**src/rtl/pack_to_serial_gen_if.sv**
```systemverilog
// Frame-in / byte-out handshake bundle for pack_to_serial_gen.
// master: the serialiser side. slave: the buffer/sink side.
interface pack_to_serial_gen_if #(
  parameter int FRAME_BYTES = 16
);
  logic [8*FRAME_BYTES-1:0] Frame;
  logic                     FrameReady;
  logic                     FrameNext;
  logic                     ForceSync;
  logic                     DataNext;
  logic [7:0]               DataVal;
  logic                     DataReady;
  logic                     Busy;

  modport master (
    input  Frame, FrameReady, ForceSync, DataNext,
    output FrameNext, DataVal, DataReady, Busy
  );

  modport slave (
    output Frame, FrameReady, ForceSync, DataNext,
    input  FrameNext, DataVal, DataReady, Busy
  );
endinterface

```
**src/rtl/pack_to_serial_gen.sv**
```systemverilog
// Frame-to-byte serialiser for the trace output path. Accepts whole frames,
// emits one byte per DataNext request, and prefixes a sync sequence
// (SYNC_BYTES-1 x 0xFF then 0x7F) periodically, after reset, and on demand.
module pack_to_serial_gen #(
  parameter int FRAME_BYTES   = 16,
  parameter int SYNC_INTERVAL = 15,
  parameter int SYNC_BYTES    = 4,
  parameter bit SYNC_ENABLE   = 1'b1,
  parameter bit LSB_FIRST     = 1'b1
) (
  input  logic clk,
  input  logic rst,
  pack_to_serial_gen_if.master bus
);

  localparam int FRAME_W = 8 * FRAME_BYTES;
  localparam int MAX_LEN = (FRAME_BYTES > SYNC_BYTES) ? FRAME_BYTES : SYNC_BYTES;
  localparam int CNT_W   = $clog2(MAX_LEN + 1);

  localparam logic [CNT_W-1:0] FRAME_CNT   = CNT_W'(FRAME_BYTES);
  localparam logic [CNT_W-1:0] SYNC_CNT    = CNT_W'(SYNC_BYTES);
  localparam logic [CNT_W-1:0] CNT_ONE     = CNT_W'(1);
  localparam logic [7:0]       SYNC_RELOAD = 8'(SYNC_INTERVAL);

  // One-hot state encoding.
  typedef enum logic [2:0] {
    IDLE  = 3'b001,
    SYNC  = 3'b010,
    FRAME = 3'b100
  } stateT;

  stateT              state;
  logic [FRAME_W-1:0] shiftReg;
  logic [CNT_W-1:0]   byteCnt;
  logic [7:0]         syncCountdown;
  logic               syncPending;

  logic               needSync;
  logic [7:0]         nextByte;
  logic [FRAME_W-1:0] shiftedReg;

  // Sync decision for the frame being accepted, and the next frame byte in
  // the configured byte order together with the register after removing it.
  always_comb begin
    // NOTE: every always_comb output gets a value on every path (here the
    // defaults below); a path that leaves one unassigned infers a latch.
    needSync   = 1'b0;
    nextByte   = shiftReg[7:0];
    shiftedReg = shiftReg >> 8;
    if (SYNC_ENABLE && (syncCountdown == 8'd0 || syncPending)) begin
      needSync = 1'b1;
    end
    if (!LSB_FIRST) begin
      nextByte   = shiftReg[FRAME_W-1 -: 8];
      shiftedReg = shiftReg << 8;
    end
  end

  // Frame shift register: load on acceptance, shift out one byte per request.
  always_ff @(posedge clk) begin
    // NOTE: this data register has no reset; it is always loaded before any
    // of its bytes are emitted, so resetting it would only add logic.
    if (state == IDLE && bus.FrameReady) begin
      shiftReg <= bus.Frame;
    end else if (state == FRAME && bus.DataNext) begin
      shiftReg <= shiftedReg;
    end
  end

  // Control FSM with registered strobes, byte counter, sync scheduling.
  always_ff @(posedge clk) begin
    // NOTE: sequential state uses non-blocking assignments only, so every
    // register sees pre-edge values regardless of statement order.
    if (!rst) begin
      state         <= IDLE;
      byteCnt       <= '0;
      syncCountdown <= 8'd0;
      syncPending   <= 1'b0;
      bus.FrameNext <= 1'b0;
      bus.DataReady <= 1'b0;
      bus.DataVal   <= 8'h00;
      bus.Busy      <= 1'b0;
    end else begin
      bus.FrameNext <= 1'b0;
      bus.DataReady <= 1'b0;
      // A later assignment on the edge that enters SYNC overrides this, so a
      // request arriving on that same edge is consumed by the sync.
      if (SYNC_ENABLE && bus.ForceSync) begin
        syncPending <= 1'b1;
      end

      case (state)
        IDLE: begin
          if (bus.FrameReady) begin
            bus.FrameNext <= 1'b1;
            bus.Busy      <= 1'b1;
            if (needSync) begin
              state         <= SYNC;
              byteCnt       <= SYNC_CNT;
              syncCountdown <= SYNC_RELOAD;
              syncPending   <= 1'b0;
            end else begin
              state   <= FRAME;
              byteCnt <= FRAME_CNT;
              if (syncCountdown != 8'd0) begin
                syncCountdown <= syncCountdown - 8'd1;
              end
            end
          end
        end

        SYNC: begin
          if (bus.DataNext) begin
            bus.DataReady <= 1'b1;
            if (byteCnt == CNT_ONE) begin
              bus.DataVal <= 8'h7F;
              state       <= FRAME;
              byteCnt     <= FRAME_CNT;
            end else begin
              bus.DataVal <= 8'hFF;
              byteCnt     <= byteCnt - CNT_ONE;
            end
          end
        end

        FRAME: begin
          if (bus.DataNext) begin
            bus.DataReady <= 1'b1;
            bus.DataVal   <= nextByte;
            byteCnt       <= byteCnt - CNT_ONE;
            if (byteCnt == CNT_ONE) begin
              state    <= IDLE;
              bus.Busy <= 1'b0;
            end
          end
        end

        default: begin
          state    <= IDLE;
          bus.Busy <= 1'b0;
        end
      endcase
    end
  end

endmodule

```
**src/flat_wrapper.sv**
```systemverilog
// flat-port wrapper written by rule: the top's interface ports become plain ports
module pack_to_serial_gen_flat 
#(
  parameter int FRAME_BYTES   = 16,
  parameter int SYNC_INTERVAL = 15,
  parameter int SYNC_BYTES    = 4,
  parameter bit SYNC_ENABLE   = 1'b1,
  parameter bit LSB_FIRST     = 1'b1
)
  (clk, rst, bus_Frame, bus_FrameReady, bus_ForceSync, bus_DataNext, bus_FrameNext, bus_DataVal, bus_DataReady, bus_Busy);
  pack_to_serial_gen_if #(.FRAME_BYTES(FRAME_BYTES)) bus_i ();
  input  logic clk;
  input  logic rst;
  input wire logic [$bits(bus_i.Frame)-1:0] bus_Frame;
  input wire logic [$bits(bus_i.FrameReady)-1:0] bus_FrameReady;
  input wire logic [$bits(bus_i.ForceSync)-1:0] bus_ForceSync;
  input wire logic [$bits(bus_i.DataNext)-1:0] bus_DataNext;
  output wire logic [$bits(bus_i.FrameNext)-1:0] bus_FrameNext;
  output wire logic [$bits(bus_i.DataVal)-1:0] bus_DataVal;
  output wire logic [$bits(bus_i.DataReady)-1:0] bus_DataReady;
  output wire logic [$bits(bus_i.Busy)-1:0] bus_Busy;
  assign bus_i.Frame = bus_Frame;
  assign bus_i.FrameReady = bus_FrameReady;
  assign bus_i.ForceSync = bus_ForceSync;
  assign bus_i.DataNext = bus_DataNext;
  assign bus_FrameNext = bus_i.FrameNext;
  assign bus_DataVal = bus_i.DataVal;
  assign bus_DataReady = bus_i.DataReady;
  assign bus_Busy = bus_i.Busy;
  pack_to_serial_gen #(.FRAME_BYTES(FRAME_BYTES), .SYNC_INTERVAL(SYNC_INTERVAL), .SYNC_BYTES(SYNC_BYTES), .SYNC_ENABLE(SYNC_ENABLE), .LSB_FIRST(LSB_FIRST)) u_core (.clk(clk), .rst(rst), .bus(bus_i));
endmodule
```
**config.mk**
```make
export PLATFORM = sky130hd
export DESIGN_NAME = pack_to_serial_gen_flat
export DESIGN_NICKNAME = d
export VERILOG_FILES = /design/src/rtl/pack_to_serial_gen_if.sv /design/src/rtl/pack_to_serial_gen.sv /design/src/flat_wrapper.sv
export SDC_FILE = /design/constraint.sdc
export NUM_CORES = 1
export LEC_CHECK = 0
export CAP_MARGIN = 25
export CORE_MARGIN = 1.5
export CORE_UTILIZATION = 30
export DETAILED_ROUTE_END_ITERATION = 6
export PLACE_DENSITY_LB_ADDON = 0.08
export SLEW_MARGIN = 20
export SYNTH_ARGS = -nofsm -noshare
export SYNTH_HDL_FRONTEND = slang
export SYNTH_SLANG_ARGS = --single-unit
```
**constraint.sdc**
```tcl
create_clock -name clk -period 4.75 [get_ports clk]
set_input_delay 0.475 -clock clk [delete_from_list [all_inputs] [get_ports clk]]
set_output_delay 0.475 -clock clk [all_outputs]
set_load 0.01 [all_outputs]
```
Yosys cells after proc, flatten, opt, wreduce, memory -nomap -nowiden --
Index checks and enable logic that the tools add are counted.
Storage, ports and cells: register bits 156, input port bits 133, output and inout bits 11
Operators by class: add/subtract/negate cells 2, equality and inequality tests 9, multiplexer cells 32, bitwise gates (word level) 1, reductions and logical operators 17
Operators by type and width (count):
- 128-bit 2-to-1 mux | 2
- 8-bit 2-to-1 mux | 5
- 5-bit 2-to-1 mux | 5
- 3-bit 2-to-1 mux | 6
- 8-bit one-hot mux with 2 select lines | 1
- 5-bit one-hot mux with 3 select lines | 1
- 1-bit 2-to-1 mux | 10
- 3-bit one-hot mux with 3 select lines | 1
- 8-bit zero test | 1
- 2-bit != test, second input constant | 4
- 4-bit AND reduction | 2
- 8-bit nonzero test | 1
- 8-bit by 1-bit subtractor with 8-bit output, second input constant | 1
- 3-bit AND reduction | 2
- 2-bit nonzero test | 3
- 5-bit by 1-bit == test with 1-bit output, second input constant | 1
- 5-bit AND reduction | 1
- 5-bit by 1-bit subtractor with 5-bit output, second input constant | 1
- 2-bit AND reduction | 2
- 3-bit by 1-bit == test with 1-bit output, second input constant | 1
- 3-bit by 2-bit == test with 1-bit output, second input constant | 1
- 3-bit == test, second input constant | 1
- 1-bit one-hot mux with 3 select lines | 1
- 3-bit nonzero test | 1
- 5 further kinds | 6

Logic depth before layout (Yosys ltp) --
word-level depth 6, gate-level depth with buffers 7

Least setup slack after synthesis --
Ideal clock, no wire load.
kind flip-flop to flip-flop, start point register u_core.state[2], end point register u_core.shiftReg[0] (enable), setup time 1116 ps, arrival time 3190 ps, slack 443 ps, stages on the path, launching flop included 6, cells stage by stage dfxtp_1 buf_6 nand4bb_1 buf_2 buf_1 nand2_1
Between the ends: cells in the longest elaborated chain, start to end 3, elaborated cells between the ends (all ways) 5, those cells by class eq/ne (2); reduce/logical (3)
Ends and longest elaborated chain:
- start: declaration | RTL line pack_to_serial_gen.sv:32 | stateT state;
- start signal: assignment | RTL line pack_to_serial_gen.sv:75 | state <= IDLE;
- start signal: assignment | RTL line pack_to_serial_gen.sv:98 | state <= SYNC;
- start signal: assignment | RTL line pack_to_serial_gen.sv:103 | state <= FRAME;
- 3-bit == test / 3-bit by 1-bit == test with 1-bit output (equally long branches) | RTL line pack_to_serial_gen.sv:65, pack_to_serial_gen.sv:63
- 1-bit logical AND (on tied branches) | RTL line pack_to_serial_gen.sv:65, pack_to_serial_gen.sv:63
- 2-bit nonzero test (no source line) (*)
- end signal: assignment | RTL line pack_to_serial_gen.sv:64 | shiftReg <= bus.Frame;
- end signal: assignment | RTL line pack_to_serial_gen.sv:66 | shiftReg <= shiftedReg;
- end: declaration | RTL line pack_to_serial_gen.sv:33 | logic [FRAME_W-1:0] shiftReg;
Every way passes the cells marked *; elsewhere a longest branch is shown, timed or not. A chain may end at the register's enable or synchronous reset.

Final worst setup path --
start point register u_core.state[1], end point register u_core.byteCnt[2]
Between the ends: cells in the longest elaborated chain, start to end 3, elaborated cells between the ends (all ways) 9, those cells by class eq/ne (6); mux (1); reduce/logical (2)
Ends and longest elaborated chain:
- 3-bit == test (tied with other cells) | RTL line pack_to_serial_gen.sv:92 | case (state)
- 2-bit != test (no source line) / 3-bit nonzero test (equally long branches)
- 4-bit AND reduction (no source line)
- end signal: assignment | RTL line pack_to_serial_gen.sv:121 | byteCnt <= byteCnt - CNT_ONE;
- end signal: assignment | RTL line pack_to_serial_gen.sv:130 | byteCnt <= byteCnt - CNT_ONE;
- end: declaration | RTL line pack_to_serial_gen.sv:34 | logic [CNT_W-1:0] byteCnt;
Parallel ways exist; a longest one is shown, timed or not.

==> reports/metrics.cfg <==
[cells_and_area]
antenna_cells = 0
nFillCells = 2139
layout-drive-gt1-share_pct = 5.576
area_growth_pct = 33.93
fin_nets = 949

[yosys]
synthTopCellsByArea = edfxtp_1 (57%), nand2_1 (20%), dfxtp_1 (8.3%)
yosysTopAreaCell = edfxtp_1
synth_edf_count = 128
synth_common_cells = nand2_1 (366), edfxtp_1 (128), dfxtp_1 (28)
synthMostInstantiatedCell = nand2_1
ys_types = 51
syn_area_per_cell_sq_um = 9.971
synth_top_area_share_pct = 56.77
ys_seq_elements = 156
synth_ff_type = edfxtp_1
synthesis.nets = 816
synth_cells = 679
syn-cell-area_sq_um = 6770
async_reset_ff_share_pct = 0
ys_warn_count = 0
ys_seq_area_share_pct = 65.05

[drt]
drt_iter0_drc = 362
drt-wirelength-per-cell_um = 14.39
drtPass1Iterations = 7
vias = 5042
ant_nets = 0
viasPerCell = 4.563
drc = 11
routed_wl_um = 15900

[worst_setup_path]
end_kind = register
start_kind = register
critPathArrivalTime_ns = 2.97
cp_num_buf_inv = 1
crit_slowest_cell = buf_4
path_max_fanout = 95
crit_family = buffers and inverters
max_stage_delay_ns = 0.82
crit_required_ns = 5.05
crit_chain = nand4bb_4, buf_4, nor2_1, o31a_1
criticalPathCategory = register to register

[clocking]
tritoncts = yes
cts_made_buffers = 17
htree_levels = 4
worstSkewPairLatency_ns = 0.42
clock_tree.buffer_depth = 2
cts_root_buffer = clkbuf_16
clk_transition_reported_paths_ns = 0.06
holdBufCountCts = 0
ctsResizeCount = 0
cts.sinks = 156
post_cts_buffers = 0

[sta]
clock_skew_ns = 0.01080
finalCriticalPeriod_ns = 2.671
fmax_mhz = 374.4
setup_viol = 0
worst_slew_pin_slew_ns = 0.9788
rsz0062_at_grt = no
finalHoldViolations = 0
period_share_pct = 56.23
setup_total_negative_slack_ns = 0
slew_headroom_pct = 34.75
worst_slack_ns = 2.079
slew_viol_final = 0

[flow_run]
drv_cap = 0

[hold_path]
hold_class = register to register

[grt]
antenna_found_initial = 0
grt_use_total_pct = 13.91
first_global_vias = 5273
grt_max_degree = 96
grt_pass1_wl_um = 25790
grt-ovfl-total = 0

[power_and_ir_drop]
max-vdd-ir-drop_uv = 185.9
p_leak_nw = 3.681
report.power.total_mw = 4.485
p_per_area_nw_per_um2 = 494.6

[die]
ios = 144
die_w_um = 153.2
fp.dieH_um = 153.2
rows = 54
core_area_sq_um = 21960
start_util_pct = 30.83
die_area_sq_um = 23480

[placement]
detailedPlace.worstSlack_ns = 1.809
port_buffers = 143
place.gp.congestion = 0.7691
post-dp-hpwl_um = 10610

[outcome]
violations = DRC
status = finished with violations

per-stage QoR:
step / utilization, % / cell area, sq um / std cells / hold slack, ns
global placement: 38.52 / 8459 / 1073 / 0.4714
finish: 41.29 / 9067 / 1105 / 0.4892
floorplan: - / 6770 / 679 / 0.4580
global route: 41.29 / 9067 / 1105 / 0.5277
detailed placement: 38.52 / 8459 / 1073 / 0.4848
CTS: 41.29 / 9067 / 1105 / 0.4933
worst min-delay path, stage by stage, from the launching register on:
cell	delay, ns
dfxtp_1	0.31
o21ai_1	0.07
a21oi_1	0.06
flip-flops by register name (all words and copies together) (netlist names):
register,flops
u_core.bus.Busy,1
u_core.bus.DataReady,1
u_core.bus.DataVal,8
u_core.bus.FrameNext,1
u_core.byteCnt,5
u_core.shiftReg,128
u_core.state,3
u_core.syncCountdown,8
u_core.syncPending,1
routing by layer:
layer	wire length, um	global-route usage, %
met3	845	3.487
met1	7238	17.67
met4	244	5.509
met5	0	0
met2	7567	22.75
path summary, 6_finish.rpt:
check | from | endpoint | slack (ns) | cells past startpoint
max | u_core.state[1] | u_core.byteCnt[2] | 2.08 | 4
min | u_core.bus.Busy | u_core.bus.Busy | 0.49 | 2
min reg2reg | u_core.bus.Busy | u_core.bus.Busy | 0.49 | 2
max reg2reg | u_core.state[1] | u_core.byteCnt[2] | 2.08 | 4
cell families (layout without fill, tap and decap cells):
logic type / after synthesis / in the layout / synth area share (%)
fa+ha+maj: 4 / 4 / 0.7393
xor+xnor: 8 / 8 / 1.312
flops: 156 / 156 / 65.05
simple gates: 428 / 428 / 25.97
buf+inv: 42 / 188 / 2.772
compound gates: 41 / 41 / 4.158
cell usage in the layout (no fill, tap or decap), types with 3 or more instances in the layout:
cell / instances
a21oi_1: 12
and2_1: 9
buf_4: 5
bufinv_16: 4
clkbuf_1: 3
clkbuf_16: 17
clkdlybuf4s50_1: 143
clkinv_4: 3
dfxtp_1: 28
edfxtp_1: 128
ha_1: 4
inv_1: 8
nand2_1: 365
nand2b_1: 4
nand3_1: 3
nor2_1: 22
nor3b_1: 3
o21ai_0: 3
o21ai_1: 3
o22ai_1: 8
xnor2_1: 3
xor2_1: 4
layout make-up:
class	instances	area, sq um	area share, %
clock inverter	12	171.4	1.890
clock buffer	20	436.7	4.816
timing repair buffer	148	1469	16.20
tap	280	350.3	3.864
multi-input combinational	481	2206	24.33
sequential	156	4404	48.57
inverter	8	30.03	0.3312
report_power, final:
group	total (mW)	leakage, nW	switching [mW]	internal (mW)
Sequential	2.09	1.47	0.127	1.96
Combinational	0.993	1.92	0.612	0.381
Clock	1.40	0.293	0.528	0.876
Note: power is estimated with default switching activity, not from simulation.
